$ cat config.mk
export PLATFORM = sky130hd
export DESIGN_NAME = kpn_queue_writer
export DESIGN_NICKNAME = d
export VERILOG_FILES = /design/src/rtl/kpn_pkg.sv /design/src/rtl/kpn_token_gen.sv /design/src/rtl/kpn_queue_writer.sv
export SDC_FILE = /design/constraint.sdc
export NUM_CORES = 1
export LEC_CHECK = 0
export ABC_AREA = 1
export CAP_MARGIN = 25
export CORE_MARGIN = 2
export CORE_UTILIZATION = 50
export CTS_BUF_LIST = sky130_fd_sc_hd__clkbuf_2 sky130_fd_sc_hd__clkbuf_4 sky130_fd_sc_hd__clkbuf_8
export CTS_CLUSTER_SIZE = 14
export DETAILED_ROUTE_END_ITERATION = 16
export GPL_TIMING_DRIVEN = 0
export PLACE_DENSITY = 0.75
export SLEW_MARGIN = 20
export SYNTH_ARGS = -nofsm -noshare
export SYNTH_HDL_FRONTEND = slang
export SYNTH_HIERARCHICAL = 1
export SYNTH_SLANG_ARGS = --single-unit
$ cat constraint.sdc
create_clock -name clk -period 2.3 [get_ports clk]
set_clock_uncertainty 0.2 [all_clocks]
set_input_delay 0.23 -clock clk [delete_from_list [all_inputs] [get_ports clk]]
set_output_delay 0.23 -clock clk [all_outputs]
set_load 0.01 [all_outputs]
$ cat src/rtl/kpn_pkg.sv
// Shared definitions for the KPN queue and its producer/consumer processes.
// Holds the writer FSM state encoding and the default token/counter widths so
// the queue and the processes attached to it agree on token width.
package kpn_pkg;

  localparam int unsigned KpnDataWidth  = 16;
  localparam int unsigned KpnCountWidth = 8;

  typedef enum logic [1:0] {
    StIdle = 2'd0,
    StRun  = 2'd1,
    StDone = 2'd2
  } kpn_state_e;

endpackage

$ cat src/rtl/kpn_token_gen.sv
// Arithmetic token generator: holds the current token value and a step.
// Ports:
//   clk, reset      - clock, asynchronous active-high reset
//   load            - load value <= load_value, step <= load_step
//   advance         - value <= value + step (wrapping); ignored when load=1
//   load_value      - initial token value
//   load_step       - increment between tokens
//   value           - current token (registered)
module kpn_token_gen #(
  parameter int unsigned DATA_WIDTH = kpn_pkg::KpnDataWidth
) (
  input  logic                  clk,
  input  logic                  reset,
  input  logic                  load,
  input  logic                  advance,
  input  logic [DATA_WIDTH-1:0] load_value,
  input  logic [DATA_WIDTH-1:0] load_step,
  output logic [DATA_WIDTH-1:0] value
);

  logic [DATA_WIDTH-1:0] value_q, value_d;
  logic [DATA_WIDTH-1:0] step_q, step_d;

  always_comb begin
    value_d = value_q;
    step_d  = step_q;
    if (load) begin
      value_d = load_value;
      step_d  = load_step;
    end else if (advance) begin
      value_d = value_q + step_q;
    end
  end

  always_ff @(posedge clk or posedge reset) begin
    if (reset) begin
      value_q <= '0;
      step_q  <= '0;
    end else begin
      value_q <= value_d;
      step_q  <= step_d;
    end
  end

  assign value = value_q;

endmodule

$ cat src/rtl/kpn_queue_writer.sv
// KPN queue producer: on start, writes an arithmetic sequence of tokens into
// the queue with blocking-write semantics (stalls on full or pause, never
// drops or repeats a token).
// Ports:
//   clk, reset                - clock, asynchronous active-high reset
//   start                     - begin a burst (sampled only in IDLE)
//   start_value, step, count  - burst configuration, latched on accepted start
//   pause                     - hold off writes without changing state
//   full                      - queue full flag
//   wr, data_out              - queue write strobe and token
//   busy                      - high while the burst is running
//   done                      - one-cycle pulse after the last token is accepted
//   sent, checksum            - accepted-token count and wrapping token sum
module kpn_queue_writer
  import kpn_pkg::*;
#(
  parameter int unsigned DATA_WIDTH  = KpnDataWidth,
  parameter int unsigned COUNT_WIDTH = KpnCountWidth
) (
  input  logic                   clk,
  input  logic                   reset,
  input  logic                   start,
  input  logic [DATA_WIDTH-1:0]  start_value,
  input  logic [DATA_WIDTH-1:0]  step,
  input  logic [COUNT_WIDTH-1:0] count,
  input  logic                   pause,
  input  logic                   full,
  output logic                   wr,
  output logic [DATA_WIDTH-1:0]  data_out,
  output logic                   busy,
  output logic                   done,
  output logic [COUNT_WIDTH-1:0] sent,
  output logic [DATA_WIDTH-1:0]  checksum
);

  kpn_state_e state_q, state_d;
  logic [COUNT_WIDTH-1:0] count_q, count_d;
  logic [COUNT_WIDTH-1:0] sent_q, sent_d;
  logic [DATA_WIDTH-1:0]  checksum_q, checksum_d;
  logic                   tok_load, tok_advance;
  logic [COUNT_WIDTH-1:0] sent_inc;

  kpn_token_gen #(
    .DATA_WIDTH(DATA_WIDTH)
  ) u_token_gen (
    .clk       (clk),
    .reset     (reset),
    .load      (tok_load),
    .advance   (tok_advance),
    .load_value(start_value),
    .load_step (step),
    .value     (data_out)
  );

  // Only wr is combinational on full/pause; everything else is registered.
  assign wr       = (state_q == StRun) && !full && !pause;
  assign busy     = (state_q == StRun);
  assign done     = (state_q == StDone);
  assign sent     = sent_q;
  assign checksum = checksum_q;
  assign sent_inc = sent_q + COUNT_WIDTH'(1);

  always_comb begin
    state_d     = state_q;
    count_d     = count_q;
    sent_d      = sent_q;
    checksum_d  = checksum_q;
    tok_load    = 1'b0;
    tok_advance = 1'b0;
    unique case (state_q)
      StIdle: begin
        if (start) begin
          tok_load   = 1'b1;
          count_d    = count;
          sent_d     = '0;
          checksum_d = '0;
          state_d    = (count != '0) ? StRun : StDone;
        end
      end
      StRun: begin
        // A stalled cycle holds every register so the same token is re-presented.
        if (wr) begin
          tok_advance = 1'b1;
          sent_d      = sent_inc;
          checksum_d  = checksum_q + data_out;
          if (sent_inc == count_q) state_d = StDone;
        end
      end
      StDone: begin
        state_d = StIdle;
      end
      default: begin
        state_d = StIdle;
      end
    endcase
  end

  always_ff @(posedge clk or posedge reset) begin
    if (reset) begin
      state_q    <= StIdle;
      count_q    <= '0;
      sent_q     <= '0;
      checksum_q <= '0;
    end else begin
      state_q    <= state_d;
      count_q    <= count_d;
      sent_q     <= sent_d;
      checksum_q <= checksum_d;
    end
  end

endmodule

==> flow_summary_export.csv, run 1 <==
group,metric,value,unit
outcome,status,"finished clean",
layout,drive_gt1_frac,0.0797,
global_routing,gr-usage-all-layers,0.267,
floorplan,dieHeight,99.7,um
floorplan,core_area,8810,um^2
global_routing,grt_pass1_wl,21200,um
layout,layout.cells.non_filler,873,
yosys,seq_area_frac_synth,0.361,
yosys,synth_area_per_cell,6.93,um^2
setup_path,crit_path_end_kind,"output pin",
global_routing,grt_max_degree,35,
yosys,yosysWarnings,6,
timing,maxSlewViolCount,0,
yosys,synth-seq-cells,66,
global_routing,grt.overflow.total,0,
placed_design,place_inst,855,
timing,post-route-min-period,2.23,ns
timing,slew_headroom,0.515,
clocking,clk_path_buf_depth,2,
clocking,cts_hold_buf,0,
drt,initialDrtViolationCount,251,
setup_path,path_max_fanout,10,
timing,fmax,0.447,GHz
power_and_ir_drop,p_leak,3.00,nW
clocking,cts_buffers,9,
drt,viasPerCell,5.30,
clocking,cts_tree,"built",
setup_path,reg2reg_slack,0.14,ns
yosys,synth_area,4570,um^2
setup_path,cp-start-kind,"flop",
drt,wl_per_cell,14.3,um
drt,drc,0,
floorplan,dieArea,9930,um^2
floorplan,ios,88,
clocking,clk_latency,0.35,ns
drt,antenna_left,0,
global_routing,antenna_found_initial,0,
timing,final.period_utilization,0.972,
layout,syn_to_final_growth,27.4,%
power_and_ir_drop,powerDensity,1300,nW/um^2
placed_design,port-buffer-count,87,
layout,multi_input_area,2570,um^2
floorplan,start_util,0.519,
yosys,ys_types,37,
placed_design,gp_congestion,0.928,
setup_path,critical_path_class,"flop to output pin",
global_routing,grt_pass1_vias,4538,
min_path,hp-class,"input port to asynchronous set/reset pin",
timing,rsz0062_at_grt,"true",
layout,ff_latch_area,1650,um^2
drt,dr.pass1.iters,5,
clocking,cts_max_level,3,
clocking,cts.clk_slew.worst_paths,0.09,ns
timing,finalSetupViolCount,0,
timing,worst_pin_slew,0.727,ns
layout,num_antenna_cells,0,
floorplan,num_rows,34,
timing,hold_viol_final,0,
layout,fin_nets,838,
drt,vias,4630,
timing,tns,0,ns
clocking,clock-sinks,66,
drt,routed_wl,12500,um
power_and_ir_drop,finalPower,0.00756,W
placed_design,hpwl,9600,um
clocking,cts_root_buf,"clkbuf_8",
layout,final_util,0.662,
flow_run,maxCapViolations,0,
power_and_ir_drop,peakVddDrop,0.584,mV
yosys,syn_nets,738,
setup_path,required,1.87,ns
layout,n_fill_cell,797,
floorplan,die_x,99.7,um
setup_path,arrival,1.80,ns
yosys,synth_cells,660,
## cell usage in the layout (no fill, tap or decap), types with 3 or more instances in the layout
cell type and count:
xnor2_1 4, nand3b_1 5, clkdlybuf4s50_1 87, o21ai_0 35, nor2_4 3, dfrtp_1 65
a22oi_1 12, inv_1 75, inv_2 7, nand4_1 5, nor3_2 3, buf_4 4
a21oi_1 26, a21o_1 3, ha_1 30, buf_2 6, nand2_1 253, o22ai_1 3
xor2_1 3, nand2_2 7, nor2_1 40, clkbuf_8 9, nand3_1 49
## sequential cells by signal (all words and copies together), names as in the netlist
| name | cells |
|---|---|
| checksum | 16 |
| count_q | 8 |
| sent | 8 |
| state_q | 2 |
| u_token_gen/step_q | 16 |
| u_token_gen/value | 16 |
## kinds of logic after synthesis
group           count (synthesis)  share of synthesized area
compound gates                 88                      0.109
xor+xnor                        7                     0.0134
fa+ha+maj                      33                     0.0935
buf+inv                        94                     0.0807
flops                          66                      0.361
mux                             1                    0.00246
simple gates                  371                      0.340
## routing by layer
layer | vias to the layer above | GRT usage | wire, um
li1 | 2327 | - | -
met1 | 2149 | 0.371 | 5900
met2 | 142 | 0.436 | 5780
met3 | 12 | 0.0330 | 664
met4 | 0 | 0.0843 | 151
met5 | - | 0 | 0
## final timing paths
path,start,depth (start not counted),end
worst max-delay path,state_q[0],4,wr
worst min-delay path,reset,2,u_token_gen/step_q[2]
worst max register to register,u_token_gen/value[0],11,u_token_gen/value[14]
worst min register to register,u_token_gen/step_q[10],2,u_token_gen/step_q[10]
max in group asynchronous,reset,2,u_token_gen/value[1]
min in group clk,step[4],3,u_token_gen/step_q[4]
## power by group
part	internal [W]	switching (W)	leakage [nW]
Clock	0.000515	0.000486	0.0959
Combinational	0.00184	0.00261	2.06
Sequential	0.00162	0.000484	0.844
## area by class of cell
type | count | share of cell area
inverters | 82 | 0.0528
flip-flops and latches | 66 | 0.284
clock buffers | 10 | 0.0225
well taps | 108 | 0.0232
repair buffers | 89 | 0.152
multi-input cells | 500 | 0.442
plain buffers | 12 | 0.0127
clock inverters | 6 | 0.0116
## critical path, cell delays in order (launching register included)
cell and delay [ns]:
dfrtp_1 0.43, nand2_2 0.16, nor2_4 0.16, buf_6 0.17, clkdlybuf4s50_1 0.54
## metrics by stage
stage               hold slack [ns]  setup WS (ns)  area (um^2)
global placement              0.262         -0.421         5580
detailed placement            0.268         -0.431         5580
CTS                           0.173         0.0141         5790
finish                        0.154         0.0651         5830
global route                  0.222        -0.0236         5830
floorplan                     0.142          0.287         4570
## what timing repair did
item | in CTS | in global routing
pin swaps | 1 | 1
endpoints found under the setup margin | 30 | 33
gates resized for setup | 3 | 12
buffers inserted | 1 | 1
## synth_stat cells
master    number  area [um^2]
a21o_1         3         22.5
a21oi_1       26          130
a21oi_2        1         8.76
a22oi_1       12         90.1
a31oi_1        1         6.26
and2_4         1         8.76
buf_1          2         7.51
buf_2          6         30.0
buf_4          2         15.0
clkbuf_1       1         3.75
clkbuf_2       1         5.00
dfrtp_1       66         1650
fa_1           2         40.0
ha_1          31          388
inv_1         77          289
inv_2          5         18.8
mux2_2         1         11.3
nand2_1      255          957
nand2_2        5         31.3
nand3_1       49          245
nand3_2        1         10.0
nand3b_1       5         37.5
nand4_1        5         31.3
nor2_1        40          150
nor2_2         3         18.8
nor2_4         2         22.5
nor3_1         1         5.00
nor3_2         3         30.0
o211ai_1       1         7.51
o21ai_0       35          175
o21ai_1        2         10.0
o21bai_1       2         15.0
o22ai_1        3         18.8
o31ai_1        2         15.0
or2_1          1         6.26
xnor2_1        4         35.0
xor2_1         3         26.3
(Power assumes the default switching activity.)
==> run 2, diff against run 1 <==
- CAP_MARGIN: 25 -> 20
- PLACE_DENSITY: 0.75 -> 0.77
==> run 2 against run 1 <==
Compared with the run above: clock power about the same; critical path depth increased by 7; combinational power is essentially flat; power about the same; sequential share of layout area barely moved; hold slack better by 0.0097 ns; critical path type is now flop to flop; critical endpoint is now u_token_gen/value[14]; largest cell class unchanged.
==> flow_summary_export.csv, run 2 (synthesis gave the netlist of run 1 again) <==
group,metric,value,unit
min_path,hp-class,"input port to asynchronous set/reset pin",
global_routing,use_met2,0.431,
timing,final.period_utilization,0.958,
setup_path,path_max_fanout,4,
clocking,clk_latency,0.33,ns
global_routing,grt_pass1_vias,4569,
setup_path,cp-start-kind,"flop",
clocking,clock-sinks,66,
setup_path,critical_path_class,"flop to flop",
global_routing,grt_pass1_wl,20800,um
clocking,cts_tree,"built",
floorplan,num_rows,34,
floorplan,start_util,0.519,
timing,fmax,0.454,GHz
floorplan,dieArea,9930,um^2
clocking,cts.clk_slew.worst_paths,0.07,ns
layout,n_fill_cell,795,
setup_path,path_common_cell,"nand2_1",
drt,viasPerCell,5.34,
placed_design,port-buffer-count,87,
timing,timing.hold.ws,0.163,ns
floorplan,ios,88,
clocking,clk_path_buf_depth,2,
setup_path,max_stage_delay,0.41,ns
timing,hold_viol_final,0,
timing,finalSetupViolCount,0,
timing,post-route-min-period,2.20,ns
layout,drive_gt1_frac,0.0822,
clocking,cts_buffers,9,
floorplan,die_x,99.7,um
layout,syn_to_final_growth,27.5,%
global_routing,grt_max_degree,35,
power_and_ir_drop,powerDensity,1300,nW/um^2
drt,routed_wl,12600,um
clocking,cts_max_level,3,
global_routing,gr-usage-met1,0.351,
placed_design,hpwl,9580,um
timing,worst_pin_slew,0.755,ns
global_routing,gr-usage-all-layers,0.260,
global_routing,grt_use_met3,0.0288,
drt,initialDrtViolationCount,173,
setup_path,worst-path-buf-inv,1,
placed_design,place_area,5580,um^2
drt,vias,4670,
setup_path,critical_path.cell_chain,"buf_4 > ha_1 > fa_1 > nand2_1 > nand2_1 > nand3_1 > nand2_2 > nand2_1 > nand3_1 > nand3_1 > nand2_1",
clocking,cts_hold_buf,0,
drt,wl_per_cell,14.4,um
outcome,status,"finished clean",
floorplan,dieHeight,99.7,um
drt,drc,0,
timing,maxSlewViolCount,0,
flow_run,maxCapViolations,0,
layout,final_cell_mix,"nand2_1, clkdlybuf4s50_1, inv_1, dfrtp_1, nand3_1",
timing,slew_headroom,0.496,
drt,dr.pass1.iters,4,
layout,design_area,5830,um^2
clocking,cts_root_buf,"clkbuf_8",
layout,mostFrequentLayoutCell,"nand2_1",
global_routing,top_usage_layer,"met2",
power_and_ir_drop,peakVddDrop,0.627,mV
setup_path,crit_path_end_kind,"flop",
layout,num_antenna_cells,0,
setup_path,slowest_stage,"dfrtp_1",
layout,fin_nets,839,
global_routing,antenna_found_initial,0,
global_routing,grt.overflow.total,0,
setup_path,cp_top_family,"simple AND/OR/NAND/NOR gates",
setup_path,required,2.32,ns
setup_path,arrival,2.23,ns
power_and_ir_drop,p_leak,3.02,nW
placed_design,gp_congestion,0.890,
drt,antenna_left,0,
floorplan,core_area,8810,um^2
## run 2: power breakdown
group / internal [W] / switching [W] / total, W / leakage (nW)
registers: 0.00162 / 0.000486 / 0.00211 / 0.844
clock network: 0.000522 / 0.000452 / 0.000974 / 0.0962
logic: 0.00185 / 0.00262 / 0.00448 / 2.08
total: 0.00400 / 0.00356 / 0.00756 / 3.02
## run 2: metrics by stage
step                total power, W  setup TNS, ns  worst slack, ns  cells  utilization
global route               0.00826       -0.00166         -0.00166    874        0.662
detailed placement         0.00644          -9.91           -0.410    855        0.634
floorplan                  0.00500              0            0.287    660            -
finish                     0.00756              0           0.0972    874        0.662
global placement           0.00633          -9.64           -0.421    855        0.634
CTS                        0.00747              0           0.0294    871        0.657
## run 2: per-layer routing
metal  up-vias  share of wire
met5         -              0
met4         0          0.025
met3        20          0.053
met2       159           0.46
met1      2161           0.46
li1       2330              -
## run 2: cell type report
class | instances | area (um^2) | area share
Inverter | 82 | 308 | 0.0528
Clock inverter | 5 | 55.1 | 0.00944
Multi-Input combinational cell | 500 | 2580 | 0.442
Sequential cell | 66 | 1650 | 0.283
Buffer | 12 | 73.8 | 0.0127
Clock buffer | 11 | 139 | 0.0238
Tap cell | 108 | 135 | 0.0232
Timing Repair Buffer | 90 | 892 | 0.153
## run 2: what timing repair did
action	in CTS	in global routing
pin swaps	1	1
resized for setup	5	13
buffers inserted	0	3
gates cloned	0	0
setup endpoints to repair	29	29
## run 2: worst reg2reg max path, cell delays in order (launching register included)
cell and delay (ns):
dfrtp_1 0.41, buf_4 0.15, ha_1 0.23, fa_1 0.39
nand2_1 0.10, nand2_1 0.08, nand3_1 0.09, nand2_2 0.10
nand2_1 0.11, nand3_1 0.08, nand3_1 0.10, nand2_1 0.05
## run 2: worst paths after layout
| kind | startpoint | to | slack, ns | depth (start not counted) |
|---|---|---|---|---|
| min in group clk | step[4] | u_token_gen/step_q[4] | 0.23 | 3 |
| max in group asynchronous | reset | checksum[9] | 1.21 | 2 |
| max | u_token_gen/value[0] | u_token_gen/value[14] | 0.1 | 11 |
| min | reset | u_token_gen/value[1] | 0.16 | 2 |
| max reg2reg | u_token_gen/value[0] | u_token_gen/value[14] | 0.1 | 11 |
| min reg2reg | u_token_gen/step_q[7] | u_token_gen/step_q[7] | 0.28 | 2 |
